[src/rtl/fp_mult_pkg.sv]
// fp_mult_pkg - shared types and helpers for the sequential FP multiplier.
// Holds the controller state encoding, the operand classes and the
// exponent helpers that depend only on the exponent width.
package fp_mult_pkg;

   typedef enum logic [1:0] {
      IDLE = 2'd0,
      MULT = 2'd1,
      NORM = 2'd2,
      DONE = 2'd3
   } state_t;

   typedef enum logic [1:0] {
      ZERO   = 2'd0,
      NORMAL = 2'd1,
      INF    = 2'd2,
      NAN    = 2'd3
   } opclass_t;

   // Exponent bias for an e-bit exponent field: 2^(e-1)-1.
   function automatic int unsigned expBias(input int unsigned e);
      return (32'd1 << (e - 32'd1)) - 32'd1;
   endfunction

   // All-ones exponent value for an e-bit exponent field: 2^e-1.
   function automatic int unsigned expOnes(input int unsigned e);
      return (32'd1 << e) - 32'd1;
   endfunction

endpackage

[src/rtl/fp_sig_shiftadd.sv]
// fp_sig_shiftadd - iterative (M+1)x(M+1) unsigned significand multiplier.
// One partial product per cycle: the multiplicand is added into the
// accumulator when the current multiplier LSB is set, then the multiplicand
// moves left and the multiplier moves right. Takes exactly M+1 busy cycles.
// done_o is high during the final iteration; the product is complete on
// the clock edge that ends that cycle. LO trims product bits the caller
// never looks at.
module fp_sig_shiftadd #(
   parameter int M  = 8,
   parameter int LO = 0
) (
   input  logic             clk,
   input  logic             reset,
   input  logic             start_i,
   input  logic [M:0]       a_i,
   input  logic [M:0]       b_i,
   output logic             busy_o,
   output logic             done_o,
   output logic [2*M+1:LO]  prod_o
);

   localparam int CW = $clog2(M + 1);

   logic            busy_q, busy_d;
   logic [CW-1:0]   cnt_q, cnt_d;
   logic [2*M+1:0]  acc_q, acc_d;
   logic [2*M+1:0]  mcand_q, mcand_d;
   logic [M:0]      mplier_q, mplier_d;
   logic            lastIter;

   assign lastIter = (cnt_q == CW'(M));
   assign busy_o   = busy_q;
   assign done_o   = busy_q && lastIter;
   assign prod_o   = acc_q[2*M+1:LO];

   // Load operands on start, otherwise perform one add-and-shift step per busy cycle.
   always_comb begin
      busy_d   = busy_q;
      cnt_d    = cnt_q;
      acc_d    = acc_q;
      mcand_d  = mcand_q;
      mplier_d = mplier_q;
      if (start_i) begin
         busy_d   = 1'b1;
         cnt_d    = '0;
         acc_d    = '0;
         mcand_d  = {{(M+1){1'b0}}, a_i};
         mplier_d = b_i;
      end else if (busy_q) begin
         if (mplier_q[0]) begin
            acc_d = acc_q + mcand_q;
         end
         mcand_d  = {mcand_q[2*M:0], 1'b0};
         mplier_d = {1'b0, mplier_q[M:1]};
         cnt_d    = cnt_q + CW'(1);
         if (lastIter) begin
            busy_d = 1'b0;
         end
      end
   end

   // Datapath registers; reset abandons any product in flight.
   always_ff @(posedge clk or posedge reset) begin
      if (reset) begin
         busy_q   <= 1'b0;
         cnt_q    <= '0;
         acc_q    <= '0;
         mcand_q  <= '0;
         mplier_q <= '0;
      end else begin
         busy_q   <= busy_d;
         cnt_q    <= cnt_d;
         acc_q    <= acc_d;
         mcand_q  <= mcand_d;
         mplier_q <= mplier_d;
      end
   end

endmodule

[src/rtl/fp_mult_seq.sv]
// fp_mult_seq - multicycle floating-point multiplier, format
// sign | exponent (E bits, bias 2^(E-1)-1) | fraction (M bits, hidden 1).
// Valid/ready on both sides. Special operands bypass the significand
// multiplier and go straight to DONE. out_valid is registered one cycle
// after entering DONE, so results are always stable when it rises.
// Optional macro FP_MULT_RNE_EN: round to nearest even in NORM instead of
// truncating.
module fp_mult_seq
   import fp_mult_pkg::*;
#(
   parameter int E = 8,
   parameter int M = 8
) (
   input  logic          clk,
   input  logic          reset,
   input  logic          in_valid,
   output logic          in_ready,
   input  logic [E+M:0]  X,
   input  logic [E+M:0]  Y,
   output logic          out_valid,
   input  logic          out_ready,
   output logic [E+M:0]  result,
   output logic          zero,
   output logic          underflow,
   output logic          overflow,
   output logic          nan
);

   localparam logic [E+1:0] BIAS_X   = (E+2)'(expBias(E));
   localparam logic [E+1:0] ONES_X   = (E+2)'(expOnes(E));
   localparam logic [E-1:0] EXP_ONES = E'(expOnes(E));
`ifdef FP_MULT_RNE_EN
   localparam int PROD_LO = 0;
`else
   localparam int PROD_LO = M;
`endif

   function automatic opclass_t classify(input logic [E-1:0] ex, input logic [M-1:0] fr);
      if (ex == '0) begin
         return ZERO;
      end else if (ex == EXP_ONES) begin
         return (fr == '0) ? INF : NAN;
      end
      return NORMAL;
   endfunction

   logic              xSign, ySign, opSign;
   logic [E-1:0]      xExp, yExp;
   logic [M-1:0]      xFrac, yFrac;
   opclass_t          xClass, yClass;
   logic              anyNan, anyInf, anyZero;

   state_t            state_q, state_d;
   logic              sign_q, sign_d;
   logic [E+1:0]      exp_q, exp_d;
   logic              outValid_q, outValid_d;
   logic [E+M:0]      result_q, result_d;
   logic              zero_q, zero_d;
   logic              underflow_q, underflow_d;
   logic              overflow_q, overflow_d;
   logic              nan_q, nan_d;

   logic              sigStart, sigBusy, sigDone;
   logic [2*M+1:PROD_LO] sigProd;

   logic [E+1:0]      normExp;
   logic [M-1:0]      normFrac;
   logic              normOverflow, normUnderflow;
`ifdef FP_MULT_RNE_EN
   logic              guardBit, stickyBit, roundCarry;
`endif

   assign {xSign, xExp, xFrac} = X;
   assign {ySign, yExp, yFrac} = Y;
   assign opSign  = xSign ^ ySign;
   assign xClass  = classify(xExp, xFrac);
   assign yClass  = classify(yExp, yFrac);
   assign anyNan  = (xClass == NAN) || (yClass == NAN) ||
                    ((xClass == ZERO) && (yClass == INF)) ||
                    ((xClass == INF) && (yClass == ZERO));
   assign anyInf  = (xClass == INF) || (yClass == INF);
   assign anyZero = (xClass == ZERO) || (yClass == ZERO);

   assign in_ready  = (state_q == IDLE) && !sigBusy;
   assign out_valid = outValid_q;
   assign result    = result_q;
   assign zero      = zero_q;
   assign underflow = underflow_q;
   assign overflow  = overflow_q;
   assign nan       = nan_q;

   fp_sig_shiftadd #(
      .M  (M),
      .LO (PROD_LO)
   ) uSig (
      .clk     (clk),
      .reset   (reset),
      .start_i (sigStart),
      .a_i     ({1'b1, xFrac}),
      .b_i     ({1'b1, yFrac}),
      .busy_o  (sigBusy),
      .done_o  (sigDone),
      .prod_o  (sigProd)
   );

   // Normalise the finished product, optionally round, then range-check the exponent.
   always_comb begin
      normExp = exp_q + {{(E+1){1'b0}}, sigProd[2*M+1]};
      if (sigProd[2*M+1]) begin
         normFrac = sigProd[2*M:M+1];
      end else begin
         normFrac = sigProd[2*M-1:M];
      end
`ifdef FP_MULT_RNE_EN
      if (sigProd[2*M+1]) begin
         guardBit  = sigProd[M];
         stickyBit = |sigProd[M-1:0];
      end else begin
         guardBit  = sigProd[M-1];
         stickyBit = |sigProd[M-2:0];
      end
      roundCarry = 1'b0;
      if (guardBit && (stickyBit || normFrac[0])) begin
         {roundCarry, normFrac} = {1'b0, normFrac} + {{M{1'b0}}, 1'b1};
      end
      if (roundCarry) begin
         normExp = normExp + {{(E+1){1'b0}}, 1'b1};
      end
`endif
      normOverflow  = !normExp[E+1] && (normExp >= ONES_X);
      normUnderflow = normExp[E+1] || (normExp == '0);
   end

   // Controller: accept and classify, sequence the multiplier, normalise, hold the result.
   always_comb begin
      state_d     = state_q;
      sign_d      = sign_q;
      exp_d       = exp_q;
      outValid_d  = outValid_q;
      result_d    = result_q;
      zero_d      = zero_q;
      underflow_d = underflow_q;
      overflow_d  = overflow_q;
      nan_d       = nan_q;
      sigStart    = 1'b0;
      case (state_q)
         IDLE: begin
            if (in_valid && in_ready) begin
               sign_d      = opSign;
               exp_d       = {2'b00, xExp} + {2'b00, yExp} - BIAS_X;
               zero_d      = 1'b0;
               underflow_d = 1'b0;
               overflow_d  = 1'b0;
               nan_d       = 1'b0;
               if (anyNan) begin
                  result_d = {1'b0, EXP_ONES, 1'b1, {(M-1){1'b0}}};
                  nan_d    = 1'b1;
                  state_d  = DONE;
               end else if (anyInf) begin
                  result_d   = {opSign, EXP_ONES, {M{1'b0}}};
                  overflow_d = 1'b1;
                  state_d    = DONE;
               end else if (anyZero) begin
                  result_d = {opSign, {(E+M){1'b0}}};
                  zero_d   = 1'b1;
                  state_d  = DONE;
               end else begin
                  sigStart = 1'b1;
                  state_d  = MULT;
               end
            end
         end
         MULT: begin
            if (sigDone) begin
               state_d = NORM;
            end
         end
         NORM: begin
            state_d = DONE;
            if (normOverflow) begin
               result_d   = {sign_q, EXP_ONES, {M{1'b0}}};
               overflow_d = 1'b1;
            end else if (normUnderflow) begin
               result_d    = {sign_q, {(E+M){1'b0}}};
               underflow_d = 1'b1;
            end else begin
               result_d = {sign_q, normExp[E-1:0], normFrac};
            end
         end
         DONE: begin
            if (!outValid_q) begin
               outValid_d = 1'b1;
            end else if (out_ready) begin
               outValid_d = 1'b0;
               state_d    = IDLE;
            end
         end
         default: begin
            state_d = IDLE;
         end
      endcase
   end

   // State and output registers; reset abandons any operation in progress.
   always_ff @(posedge clk or posedge reset) begin
      if (reset) begin
         state_q     <= IDLE;
         sign_q      <= 1'b0;
         exp_q       <= '0;
         outValid_q  <= 1'b0;
         result_q    <= '0;
         zero_q      <= 1'b0;
         underflow_q <= 1'b0;
         overflow_q  <= 1'b0;
         nan_q       <= 1'b0;
      end else begin
         state_q     <= state_d;
         sign_q      <= sign_d;
         exp_q       <= exp_d;
         outValid_q  <= outValid_d;
         result_q    <= result_d;
         zero_q      <= zero_d;
         underflow_q <= underflow_d;
         overflow_q  <= overflow_d;
         nan_q       <= nan_d;
      end
   end

endmodule

[config.mk]
export PLATFORM = sky130hd
export DESIGN_NAME = fp_mult_seq
export DESIGN_NICKNAME = d
export VERILOG_FILES = /design/src/rtl/fp_mult_pkg.sv /design/src/rtl/fp_sig_shiftadd.sv /design/src/rtl/fp_mult_seq.sv
export SDC_FILE = /design/constraint.sdc
export NUM_CORES = 1
export LEC_CHECK = 0
export CORE_MARGIN = 2
export CORE_UTILIZATION = 45
export DETAILED_ROUTE_END_ITERATION = 7
export HOLD_SLACK_MARGIN = 0.05
export PLACE_DENSITY_LB_ADDON = 0.15
export SETUP_SLACK_MARGIN = 0.02
export SYNTH_ARGS = -nofsm -noshare
export SYNTH_HDL_FRONTEND = slang
export SYNTH_SLANG_ARGS = --single-unit
[constraint.sdc]
create_clock -name clk -period 2.5 [get_ports clk]
set_input_delay 0.375 -clock clk [delete_from_list [all_inputs] [get_ports clk]]
set_output_delay 0.375 -clock clk [all_outputs]
set_load 0.03 [all_outputs]
# Yosys cells after proc, flatten, opt, wreduce, memory -nomap -nowiden
# Index checks and enable logic that the tools add are counted.
# classes
order_cmp	1
n_eq_ne	18
bitwise	1
reduce_logical	31
n_mux	60
addsub	5
# ops
op	n
2-to-1 mux 18 bit	5
2-to-1 mux 17 bit	4
one-hot mux 17 bit (2 select lines)	1
zero test 8 bit	4
2-to-1 mux 16 bit	2
2-to-1 mux 1 bit	27
2-to-1 mux 2 bit	13
adder 18 bit	1
2-to-1 mux 9 bit	2
equality test 8 bit (second input constant)	2
equality test 2 bit (second input constant)	6
!= test 2 bit (second input constant)	6
adder 10 x 1 -> 10 bit	1
>= comparator 10 x 8 -> 1 bit (second input constant)	1
zero test 10 bit	1
subtractor 9 x 7 -> 10 bit (second input constant)	1
adder 8 x 8 -> 9 bit	1
2-to-1 mux 4 bit	2
2-to-1 mux 8 bit	1
one-hot mux 2 bit (4 select lines)	1
AND reduction 4 bit	2
logical AND 1 bit	6
zero test 2 bit	3
logical OR 1 bit	6
11 further kinds	17
# word_totals
in_bits	38
reg_bits	85
output_inout_bits	23
word_cells	130

# Longest topological paths before layout
# logic_depth
word_depth	14
ltp_mapped	12
mapped_depth_nobuf	12

# Modules after synthesis
# Synthesis repeated with hierarchy kept, for this count alone.
# hier_totals
hier_cells	635
hier_area_um2	5740.5
# modules_own_cells
mod	instances	area_per_inst_um2	cells_each
fp_sig_shiftadd	1	3054.2	337
fp_mult_seq	1	2686.3	298

# Worst setup path before layout
# Ideal clock, no wire load.
# synth_path
kind	reg2reg
start	register state_q[0]
end	register result_q[14] (netlist: result[14])
arrival_time_ps	2175
stages_incl_launch_ff	9
setup_ps	66
t_required_ps	2434
setup_slack_ps	259
period_less_slack_ps	2241
cell_sequence	dfrtp_1 inv_1 ha_1 inv_1 nor2_1 nand2_1 clkbuf_1 o32ai_1 a22o_1
# synth_via
elab_chain_len	5
word_cells_on_any_way	9
# synth_rtl
item	line	rtl
start: declaration	fp_mult_seq.sv:53	state_t state_q, state_d;
start signal: assignment	fp_mult_seq.sv:217	state_q <= state_d;
zero test 2 bit	fp_mult_seq.sv:84	assign in_ready = (state_q == IDLE) && !sigBusy;
logical AND 1 bit	fp_mult_seq.sv:84	
net in_ready	fp_mult_seq.sv:17	output logic in_ready,
logical AND 1 bit	fp_mult_seq.sv:148	if (in_valid && in_ready) begin
!= test 2 x 1 -> 1 bit (no source line)	n/a	
AND reduction 3 bit (no source line)	n/a	
end signal: assignment	fp_mult_seq.sv:221	result_q <= result_d;
end: declaration	fp_mult_seq.sv:57	logic [E+M:0] result_q, result_d;
# The timed path passes the listed nets, and every way through them passes these cells.
# A chain may end at the register's enable or synchronous reset.

# Worst setup path after layout
# layout_path
start	register uSig.mcand_q[0]
end	register uSig.acc_q[16]
# layout_via
elab_chain_len	4
# layout_rtl
item	line	rtl
start: declaration	fp_sig_shiftadd.sv:27	logic [2*M+1:0] mcand_q, mcand_d;
start signal: assignment	fp_sig_shiftadd.sv:74	mcand_q <= mcand_d;
adder 18 bit	fp_sig_shiftadd.sv:51	acc_d = acc_q + mcand_q;
2-to-1 mux 18 bit	fp_sig_shiftadd.sv:50	if (mplier_q[0]) begin
2-to-1 mux 18 bit	fp_sig_shiftadd.sv:49	end else if (busy_q) begin
2-to-1 mux 18 bit	fp_sig_shiftadd.sv:43	if (start_i) begin
end signal: assignment	fp_sig_shiftadd.sv:67	acc_q <= '0;
end signal: assignment	fp_sig_shiftadd.sv:73	acc_q <= acc_d;
end: declaration	fp_sig_shiftadd.sv:26	logic [2*M+1:0] acc_q, acc_d;
# No other way between the ends. The select of a mux whose other input is x is not followed.

==> flow_summary.yaml <==
placement:
  port_buffers: 60
  hpwl_um: 9550
  finalWeightedCongestion: 0.891
global_routing:
  grt_use_total_pct: 20.5
  antenna_found_initial: 0
  grt_max_degree: 40
  grt_pass1_wl_um: 21400
  overflow: 0
  grt_pass1_vias: 4587
cts:
  cts_max_level: 3
  clk_pin_slew_ps: 60
  cts_hold_buf: 0
  cts_tree: "done"
  cts_root_buf: "clkbuf_16"
  clkSinkCount: 85
  clk_latency_ps: 340
  cts_buffer_depth: 2
  cts_made_buffers: 9
timing:
  fin_hold_ws_ps: 431
  setup_viol: 0
  max_freq_mhz: 417
  hold_viol: 0
  fin_tns_setup_ps: 0
  fin_crit_ps: 2400
  finalMaxSlewViolations: 0
  rsz0062_at_grt: "yes"
  period_share_pct: 95.8
  worstMarginPinSlew_ps: 532
  finalClockSkew_ps: 13.6
  slew_headroom_pct: 64.5
logic_synthesis:
  synth-simple-area-share_pct: 18.3
  synth_warnings: 0
  syn_nets: 664
  synth_top_cell_by_area: "dfrtp_1"
  ys_ff_latch: 85
  yosysSeqAreaShare_pct: 39.5
  synth_area_leaders: "dfrtp_1 (39%), ha_1 (9.5%), nand2_1 (6.7%)"
  synthArstFlopShare_pct: 100
  synthAdderAreaFrac_pct: 10.3
  synth.distinct_cells: 68
  syn_avg_cell_area_um2: 9.24
  synth_edf_count: 0
  synthMuxAreaShare_pct: 4.71
  synthXorXnorAreaFrac_pct: 4.39
  synth-compound-area-share_pct: 18.8
  synthCells: 583
  syn_area_um2: 5390
  synth_top_area_share_pct: 39.5
  synth_top_family_by_area: "compound AO/OA/AOI/OAI gates"
  yosys_most_used_dff: "dfrtp_1"
pwr:
  pwr-share-comb_pct: 50.6
  power_mw: 7.59
  power_leakage_nw: 3.15
  seq_power_share_pct: 33.0
  ir_worst_vdd_mv: 0.476
  power.density_nw_per_um2: 1120
  p_int_mw: 4.30
  switching_share_pct: 43.3
  pwr-share-clk_pct: 16.4
  power_switching_mw: 3.29
floorplan:
  die_h_um: 113
  rows: 39
  core_um2: 11600
  die_area_um2: 12900
  initial_core_util_pct: 46.6
  io_pins: 61
  die_w_um: 113
route:
  wirelength_um: 12600
  first_pass_iters: 5
  routedWlPerCell_um: 15.4
  first_iter_violations: 245
  vias: 4638
  drc_errors: 0
  drtAntennaViolNets: 0
  routed_via_density: 5.66
setup_path:
  crit_arrival_ps: 2610
  cp_max_fo: 3
  cp-start-kind: "flop"
  cp_top_family: "compound AO/OA/AOI/OAI gates"
  crit_required_ps: 2720
  cp.buffers_inverters: 1
  cpPeakStageDelay_ps: 420
  crit_chain: "ha_2 -> inv_2 -> fa_2 -> nor2b_2 -> o31a_1 -> o41ai_4 -> a31oi_2 -> a221oi_2 -> xor2_1 -> o21ai_1"
  critPathKind: "reg -> reg"
  worstSetupEndpointType: "flop"
  crit_slowest_cell: "dfrtp_1"
outcome:
  outcome: "finished clean"
hold_path:
  hold_class: "in -> async"
cells_and_area:
  multi_input_area_um2: 3120
  seq_area_um2: 2130
  antenna_cells: 0
  syn_to_final_growth_pct: 26.0
  layout.nets: 753
  fillCellCount: 1011
  drive_above_1_share_pct: 14.2
flow_run:
  max_cap_violations: 0
==> worst register-to-register path, cell delays in order, from the launching register on <==
cell	delay (ps)
dfrtp_1	420
ha_2	230
inv_2	60
fa_2	200
nor2b_2	50
o31a_1	280
o41ai_4	300
a31oi_2	170
a221oi_2	310
xor2_1	190
o21ai_1	80
==> cells in the final DEF (no fill, tap or decap), types with 8 or more instances in the layout <==
cell type        synthesis  routed
mux2i_1                 22      22
a21o_1                  10      10
nor4_1                   8       8
ha_1                    41      38
o21ai_0                 33      31
nor2_1                  43      42
clkbuf_16                0       9
inv_1                   19      17
o31ai_1                  9       9
a21oi_1                 36      33
xor2_1                  14      14
xnor2_1                 13      13
dfrtp_1                 85      85
nand3_1                 16      16
nand2_1                 96      95
a22oi_1                 17      17
clkdlybuf4s50_1          0      58
buf_4                    0      41
==> per-stage QoR <==
stage / std cells / utilization (%) / setup slack (ps) / cell area, µm²
2_1_floorplan: 583 / - / 259 / 5390
3_3_place_gp: 804 / 55.7 / -256 / 6440
3_5_place_dp: 804 / 55.7 / -255 / 6440
4_1_cts: 820 / 58.1 / 73.0 / 6720
5_1_grt: 820 / 58.7 / -31.6 / 6790
6_report: 820 / 58.7 / 105 / 6790
==> cell usage after synthesis, types with 8 or more instances <==
library cell  number
nand3_1           16
dfrtp_1           85
a22oi_1           17
nor4_1             8
xor2_1            14
o21ai_0           33
clkbuf_1          11
o31ai_1            9
ha_1              41
xnor2_1           13
a21oi_1           36
buf_2              9
nor2_1            43
nand2_1           96
mux2i_1           22
a21o_1            10
inv_1             19
==> routing by layer <==
layer  global-route usage (%)  wire length, µm
met1                     27.7             5910
met2                     32.8             5950
met3                     3.56              482
met4                     8.37              294
met5                        0                0
==> power by group through the flow <==
stage          clock network, mW  registers, mW  logic (mW)
6_report                    1.25           2.50        3.84
5_1_grt                     1.35           2.58        4.29
4_1_cts                     1.27           2.49        3.80
3_5_place_dp                   0           2.51        3.78
3_3_place_gp                   0           2.49        3.68
2_1_floorplan                  0           2.55        2.60
==> state kept, by name, indices dropped and copies added, names as in the netlist, 2 cells and up <==
name,count
result,17
uSig.cnt_q,4
uSig.mplier_q,9
uSig.acc_q,18
exp_q,10
state_q,2
uSig.mcand_q,18
==> path summary, 6_finish.rpt <==
path | startpoint | end | slack, ps | cells past startpoint
max | uSig.mcand_q[0] | uSig.acc_q[16] | 100 | 10
min | reset | result[0] | 430 | 2
max reg2reg | uSig.mcand_q[0] | uSig.acc_q[16] | 100 | 10
min reg2reg | result[10] | result[10] | 470 | 2
max in group asynchronous | reset | uSig.busy_o | 1510 | 3
min in group clk | result[10] | result[10] | 470 | 2
==> cell families (layout without fill, tap and decap cells) <==
logic type               after synthesis  in the layout
AND/OR/NAND/NOR                      209            209
flip-flops                            85             85
XOR/XNOR                              27             27
multiplexers                          25             25
buffers and inverters                 47            141
AO/OA/AOI/OAI                        147            147
adder cells (fa/ha/maj)               43             43
==> cell type report <==
type / instances / area share, %
multi-input combinational: 451 / 46.0
tap: 143 / 2.64
clock buffer: 10 / 3.37
sequential: 85 / 31.3
inverter: 19 / 1.11
timing repair buffer: 106 / 14.9
clock inverter: 6 / 0.719
==> what timing repair did <==
item | 4_1_cts | 5_1_grt
resized for setup | 1 | 20
endpoints found under the setup margin | 1 | 29
endpoints found under the hold margin | 0 | 0
setup buffers | 0 | 0
pin swaps | 0 | 1
gates cloned | 0 | 0
Note: power is estimated with default switching activity, not from simulation.
